## src/rtl/mem_req_ctrl.sv

```systemverilog
`timescale 1ns/1ps
`default_nettype none
// ============================================================================
// Module      : mem_req_ctrl
// Description : Single-outstanding request controller in front of an SRAM
//               driver. Accepts read / write requests, runs the driver
//               handshake, and performs read-modify-write for partial byte
//               enables. Address and write data are held in registers for the
//               whole operation because the driver does not latch them.
// Ports       : clk, rst               clock / async active-high reset
//               req_*                  request side (valid/ready handshake)
//               resp_valid, resp_rdata completion pulse and read data
//               ram_enable*            driver command outputs
//               ram_addr, ram_data_in  driver address / write data (held)
//               ram_data_out           driver read data (combinational)
//               ram_read_ready         driver is in its read state
//               ram_write_finished     driver one-cycle write-done pulse
// Revision    : 1.0 - initial release
// ============================================================================
module mem_req_ctrl #(
    parameter int READ_WAIT = 1
) (
    input  logic        clk,
    input  logic        rst,
    input  logic        req_valid,
    input  logic        req_write,
    input  logic [20:0] req_addr,
    input  logic [31:0] req_wdata,
    input  logic [3:0]  req_be,
    output logic        req_ready,
    output logic        resp_valid,
    output logic [31:0] resp_rdata,
    output logic        ram_enable,
    output logic        ram_enable_read,
    output logic        ram_enable_write,
    output logic [20:0] ram_addr,
    output logic [31:0] ram_data_in,
    input  logic [31:0] ram_data_out,
    input  logic        ram_read_ready,
    input  logic        ram_write_finished
);

    typedef enum logic [2:0] {
        S_IDLE     = 3'd0,
        S_RD_REQ   = 3'd1,
        S_RD_HOLD  = 3'd2,
        S_RD_REL   = 3'd3,
        S_WR_ISSUE = 3'd4,
        S_WR_WAIT  = 3'd5,
        S_DRAIN    = 3'd6
    } state_t;

    localparam logic [3:0] c_rd_last    = 4'(READ_WAIT - 1);
    localparam logic [1:0] c_drain_last = 2'd2;

    state_t      r_state;
    state_t      w_state_nxt;
    logic [20:0] r_addr;
    logic [31:0] r_wdata;
    logic [3:0]  r_be;
    logic        r_write;
    logic        r_zero_pend;   // be=0 write accepted, response due next edge
    logic [3:0]  r_rd_cnt;      // consecutive cycles with ram_read_ready high
    logic [1:0]  r_drain_cnt;
    logic        r_resp_valid;
    logic [31:0] r_resp_rdata;
    logic        w_accept;
    logic        w_rd_phase;
    logic        w_sample;
    logic [31:0] w_merged;

    assign w_accept   = (r_state == S_IDLE) && !r_zero_pend && req_valid;
    assign w_rd_phase = (r_state == S_RD_REQ) || (r_state == S_RD_HOLD);
    assign w_sample   = w_rd_phase && ram_read_ready && (r_rd_cnt == c_rd_last);

    assign ram_addr    = r_addr;
    assign ram_data_in = r_wdata;
    assign resp_valid  = r_resp_valid;
    assign resp_rdata  = r_resp_rdata;

    // Enabled bytes come from the request, the rest from the old SRAM word.
    always_comb begin
        w_merged = ram_data_out;
        for (int i = 0; i < 4; i++) begin
            if (r_be[i]) begin
                w_merged[8*i +: 8] = r_wdata[8*i +: 8];
            end
        end
    end

    always_comb begin
        w_state_nxt      = r_state;
        req_ready        = 1'b0;
        ram_enable       = 1'b0;
        ram_enable_read  = 1'b0;
        ram_enable_write = 1'b0;
        case (r_state)
            S_IDLE: begin
                req_ready = !r_zero_pend;
                if (w_accept) begin
                    if (!req_write) begin
                        w_state_nxt = S_RD_REQ;
                    end else if (req_be == 4'hF) begin
                        w_state_nxt = S_WR_ISSUE;
                    end else if (req_be == 4'h0) begin
                        w_state_nxt = S_IDLE;
                    end else begin
                        w_state_nxt = S_RD_REQ;
                    end
                end
            end
            S_RD_REQ: begin
                ram_enable      = 1'b1;
                ram_enable_read = 1'b1;
                if (ram_read_ready) begin
                    w_state_nxt = w_sample ? S_RD_REL : S_RD_HOLD;
                end
            end
            S_RD_HOLD: begin
                ram_enable      = 1'b1;
                ram_enable_read = 1'b1;
                if (!ram_read_ready) begin
                    w_state_nxt = S_RD_REQ;
                end else if (w_sample) begin
                    w_state_nxt = S_RD_REL;
                end
            end
            S_RD_REL: begin
                // Read command dropped for one cycle so the driver leaves its
                // read state before anything else is issued.
                ram_enable  = 1'b1;
                w_state_nxt = r_write ? S_WR_ISSUE : S_IDLE;
            end
            S_WR_ISSUE: begin
                ram_enable       = 1'b1;
                ram_enable_write = 1'b1;
                w_state_nxt      = S_WR_WAIT;
            end
            S_WR_WAIT: begin
                ram_enable = 1'b1;
                if (ram_write_finished) begin
                    w_state_nxt = S_IDLE;
                end
            end
            S_DRAIN: begin
                // Gives a driver that kept running through reset time to
                // finish a write it had already started.
                if (r_drain_cnt == c_drain_last) begin
                    w_state_nxt = S_IDLE;
                end
            end
            default: begin
                w_state_nxt = S_DRAIN;
            end
        endcase
    end

    always_ff @(posedge clk or posedge rst) begin
        if (rst) begin
            r_state      <= S_DRAIN;
            r_addr       <= '0;
            r_wdata      <= '0;
            r_be         <= '0;
            r_write      <= 1'b0;
            r_zero_pend  <= 1'b0;
            r_rd_cnt     <= '0;
            r_drain_cnt  <= '0;
            r_resp_valid <= 1'b0;
            r_resp_rdata <= '0;
        end else begin
            r_state      <= w_state_nxt;
            r_resp_valid <= 1'b0;

            if (r_zero_pend) begin
                r_zero_pend  <= 1'b0;
                r_resp_valid <= 1'b1;
                r_resp_rdata <= '0;
            end

            if (w_accept) begin
                r_addr      <= req_addr;
                r_wdata     <= req_wdata;
                r_be        <= req_be;
                r_write     <= req_write;
                r_zero_pend <= req_write && (req_be == 4'h0);
            end

            if (r_state == S_DRAIN) begin
                r_drain_cnt <= r_drain_cnt + 2'd1;
            end else begin
                r_drain_cnt <= '0;
            end

            if (w_rd_phase && ram_read_ready && !w_sample) begin
                r_rd_cnt <= r_rd_cnt + 4'd1;
            end else begin
                r_rd_cnt <= '0;
            end

            if (w_sample) begin
                if (r_write) begin
                    r_wdata <= w_merged;
                end else begin
                    r_resp_valid <= 1'b1;
                    r_resp_rdata <= ram_data_out;
                end
            end

            if ((r_state == S_WR_WAIT) && ram_write_finished) begin
                r_resp_valid <= 1'b1;
                r_resp_rdata <= '0;
            end
        end
    end

endmodule
`default_nettype wire

```

## config.mk

```make
export PLATFORM = sky130hd
export DESIGN_NAME = mem_req_ctrl
export DESIGN_NICKNAME = d
export VERILOG_FILES = /design/src/rtl/mem_req_ctrl.sv
export SDC_FILE = /design/constraint.sdc
export NUM_CORES = 1
export LEC_CHECK = 0
export CORE_MARGIN = 1.5
export CORE_UTILIZATION = 45
export CTS_CLUSTER_SIZE = 40
export DETAILED_ROUTE_END_ITERATION = 7
export PLACE_DENSITY = 0.85
export SLEW_MARGIN = 20
export SYNTH_ARGS = -nofsm -noshare
export SYNTH_HDL_FRONTEND = slang
export SYNTH_SLANG_ARGS = --single-unit
```

## constraint.sdc

```tcl
create_clock -name clk -period 9.89 [get_ports clk]
set_input_delay 1.978 -clock clk [delete_from_list [all_inputs] [get_ports clk]]
set_output_delay 1.978 -clock clk [all_outputs]
set_load 0.02 [all_outputs]
```

* Yosys cells after proc, flatten, opt, wreduce, memory -nomap -nowiden
Index checks and enable logic that the tools add are counted.
Storage, ports and cells: bits in registers 101, input port bits 95, output and inout bits 90, word-level logic and storage cells 82
Operators by class: $add $sub $neg 2, equal/unequal tests 17, multiplexer cells 34, reduce and logical (&&, ||, !) cells 16
Operator list (count):
- $mux 32 | 7
- $mux 8 | 4
- $mux 3 | 9
- $pmux 3 s7 | 1
- $ne 3x3->1 const B | 5
- $mux 1 | 11
- $eq 3x3->1 const B | 3
- $logic_not 4->1 | 2
- $ne 2x2->1 const B | 4
- $logic_and 1x1->1 | 7
- $eq 3x2->1 const B | 2
- $reduce_and 5->1 | 1
- $reduce_or 5->1 | 1
- $add 4x1->4 const B | 1
- $eq 4x4->1 const B | 1
- $mux 4 | 1
- $eq 3x1->1 const B | 1
- $logic_not 3->1 | 1
- $add 2x1->2 const B | 1
- $eq 2x2->1 const B | 1
- $logic_not 1->1 | 2
- $mux 2 | 1
- $reduce_or 2->1 | 1
- $logic_or 1x1->1 | 1

* Logic depth before layout (Yosys ltp)
depth after elaboration 7, depth in mapped cells 7

* Worst setup path after synthesis
Ideal clock, no wire load.
kind reg2out, start point register r_state[2], end point output port ram_enable_write, arrival 1.469 ns, data required time 7.912 ns, slack 6.443 ns, cell stages (with the launch flop) 4, buffers on the path 2, path through dfstp_2 -> buf_2 -> clkbuf_1 -> nor3b_1
On the way: longest elaborated chain between the ends 2
RTL lines:
- start: declaration | RTL line 56 | state_t r_state;
- start signal: assignment | RTL line 171 | r_state <= w_state_nxt;
- $eq 3x3->1 | RTL line 97 | case (r_state)
- $mux 1 | RTL line 97
- end: declaration | RTL line 35 | output logic ram_enable_write,
No other way between the ends.

* Final worst setup path
start point register r_state[0], end point output port ram_enable
On the way: longest elaborated chain between the ends 3, elaborated cells between the ends (all ways) 7, those cells by class eq/ne (5); mux (1); reduce/logical (1)
RTL lines:
- $eq 3x1->1 (tied with other cells) | RTL line 97
- $reduce_or 5->1 (no line) (*)
- $mux 1 (*) | RTL line 97
- end: declaration | RTL line 33 | output logic ram_enable,
Mark *: on every way between the ends. The rest lies on a longest branch, timed or not.

==> flow_metrics.py <==
metrics = {
    "global_routing": {
        "antenna_found_initial": 1,
        "grt_pass1_vias": 3909,
        "globalRouteMet1Util": 0.315,
        "overflow": 0,
        "grt_pass1_wl_um": 19400,
        "track_usage": 0.252,
        "use_met2": 0.400,
        "grtUsageMet3": 0.0639,
        "grt_max_degree": 67,
        "busiest_layer": "met2",
    },
    "setup_path": {
        "critical-path-max-stage-delay_ns": 0.59,
        "cp-end-kind": "primary output",
        "critical_path_arrival_ns": 2.15,
        "crit_fanout": 15,
        "crit_path_top_delay_cell": "nor3_1",
        "worst-path-buf-inv": 1,
        "cp_top_family": "simple AND/OR/NAND/NOR gates",
        "crit_chain": "nor3_1, a21oi_1, clkdlybuf4s50_1",
        "worstSetupPathType": "reg -> out",
        "startpoint_type": "register",
        "cp.required_ns": 7.91,
    },
    "outcome": {
        "status": "completed",
    },
    "route": {
        "via_per_inst": 5.55,
        "vias": 3869,
        "wirelength_um": 12400,
        "dr.pass1.iters": 7,
        "drc": 0,
        "drt_iter0_drc": 296,
        "avgRoutedWirePerCell_um": 17.8,
        "detail-route-antenna-nets": 0,
    },
    "timing": {
        "setup_viol": 0,
        "fin_crit_sh": 0.418,
        "final_max_slew_viol_count": 0,
        "finClkSkew_ns": 0.0118,
        "max_freq_mhz": 242,
        "min_period_ns": 4.13,
        "rsz0062_at_grt": "no",
        "setup_slack_ns": 5.76,
        "hold_viol_final": 0,
        "max_slew_margin": 0.327,
        "setup-tns-final_ns": 0,
        "worst_pin_slew_ns": 1.01,
    },
    "floorplan": {
        "coreArea_um2": 9150,
        "fp.dieArea_um2": 9950,
        "num_rows": 35,
        "initial_core_util": 0.460,
        "fp.dieH_um": 99.7,
        "die_w_um": 99.7,
        "io-pin-count": 185,
    },
    "yosys": {
        "syn-cell-area_um2": 4210,
        "ys_top_cells_by_area": "dfrtp_1 59%, nand2_1 8.0%, a22o_1 5.2%, a222oi_1 3.8%, inv_1 3.5%",
        "async_flop_share": 1.00,
        "ys_types": 38,
        "synth_seq_cells": 101,
        "synth-main-ff-cell": "dfrtp_1",
        "synthCells": 401,
        "synth-edff-count": 0,
        "synthesis.nets": 499,
        "synth.most_common_cell": "dfrtp_1",
        "yosysWarnings": 0,
        "ys_seq_area_frac": 0.601,
        "synth_common_cells": "99 x dfrtp_1, 90 x nand2_1, 39 x inv_1, 25 x a22o_1, 19 x o21ai_0",
        "syn_area_per_cell_um2": 10.5,
        "yosysTopAreaCell": "dfrtp_1",
        "synth_top_area_frac": 0.588,
    },
    "placed_design": {
        "placedCellCount": 680,
        "port_buffers": 184,
        "dp_hpwl_um": 8950,
        "gp_congestion": 0.860,
        "dp_slack_ns": 5.50,
    },
    "power": {
        "p_leak_uw": 0.00291,
        "power.density_nw_per_um2": 308,
        "ir_worst_vdd_v": 0.000151,
        "finalPower_uw": 1950,
    },
    "clock_network": {
        "clkLatencyLatePin_ns": 0.36,
        "cts-buffers-inserted": 9,
        "cts_setup_buffers": 0,
        "ctsResizeCount": 0,
        "clockBufferDepth": 2,
        "clkTransAtPathRegs_ns": 0.10,
        "cts_tree": "built",
        "htree_levels": 3,
        "cts_root_buf": "clkbuf_8",
        "hold_buffers": 0,
        "tritoncts_num_sinks": 101,
    },
    "finish": {
        "fillCellCount": 702,
        "drive_gt1_frac": 0.0496,
        "layout.cells.non_filler": 697,
        "nets": 678,
        "syn_to_final_growth_pct": 50.3,
    },
    "run": {
        "drv_cap": 0,
    },
    "hold_path": {
        "hp-class": "reg -> reg",
    },
}
## state kept, by name, indices dropped and copies added, names as in the netlist
| name | flops |
|---|---|
| r_write | 1 |
| r_state | 3 |
| r_rd_cnt | 4 |
| r_zero_pend | 1 |
| ram_data_in | 32 |
| r_drain_cnt | 2 |
| resp_rdata | 32 |
| r_be | 4 |
| ram_addr | 21 |
| resp_valid | 1 |
## final timing paths
path,startpoint,to,slack [ns],depth (start not counted)
worst max-delay path,r_state[0]$_DFFE_PP0P_,ram_enable,5.76,3
worst min-delay path,r_drain_cnt[0]$_DFF_PP0_,r_drain_cnt[0]$_DFF_PP0_,0.44,1
worst max register to register,r_state[2]$_DFFE_PP1P_,resp_rdata[2]$_DFF_PP0_,7.32,6
worst min register to register,r_drain_cnt[0]$_DFF_PP0_,r_drain_cnt[0]$_DFF_PP0_,0.44,1
max in group asynchronous,rst,resp_rdata[5]$_DFF_PP0_,6.74,3
min in group asynchronous,rst,ram_addr[20]$_DFFE_PP0N_,1.98,2
## metal layers
layer | part of all wire | vias up
li1 | - | 1742
met3 | 0.075 | 42
met4 | 0.039 | 0
met5 | 0 | -
met1 | 0.40 | 1860
met2 | 0.49 | 225
## worst register-to-register path, delay by kind of cell (launching register included)
family                 cells  cell delay [ns]
buffers and inverters      1             0.25
flip-flops                 1             0.70
AO/OA/AOI/OAI              1             0.27
AND/OR/NAND/NOR            4             1.28
## cells by family after synthesis
kind of cell | share of synthesized area
and+or+nand+nor | 0.146
DFF | 0.601
AOI/OAI and AO/OA | 0.168
buffers and inverters | 0.0559
muxes | 0.0125
xor gates and xnor gates | 0.00832
adders and majority gates | 0.00891
## where the power goes
group / switching (µW) / leakage, µW / internal (µW)
Sequential: 124 / 0.00128 / 590
Clock: 140 / 0.0000816 / 98.5
Combinational: 531 / 0.00155 / 469
## final cells by class
type,count,area [µm²],area share
Tap cell,111,139,0.0219
Clock buffer,11,141,0.0223
Timing Repair Buffer,188,1870,0.296
Antenna cell,1,2.50,0.000395
Sequential cell,101,2530,0.400
Multi-Input combinational cell,241,1460,0.231
Inverter,39,149,0.0235
Clock inverter,5,36.3,0.00573
## placed cells by master, fill, tap and decap left out, drive strengths merged, types with 2 or more instances in the layout
cell,instances
nand2b,3
nor3,6
buf,4
nor3b,3
mux2,2
nor2b,3
clkinv,2
nand3b,8
a31oi,2
nor2,13
xor2,2
nand4,2
a222oi,16
inv,39
a22oi,16
clkdlybuf4s50,184
ha,3
a21oi,13
a22o,25
dfrtp,99
xnor2,2
o21ai,19
nand2,90
clkbuf,11
nand3,2
clkinvlp,3
dfstp,2
mux2i,3
## stage by stage
stage	hold WS [ns]	utilization	area (µm²)
after CTS	0.442	0.691	6330
final	0.442	0.692	6330
after floorplan	0.403	-	4210
after detailed placement	0.430	0.672	6150
after global placement	0.414	0.672	6150
after global routing	0.460	0.692	6330
(Power assumes the default switching activity.)
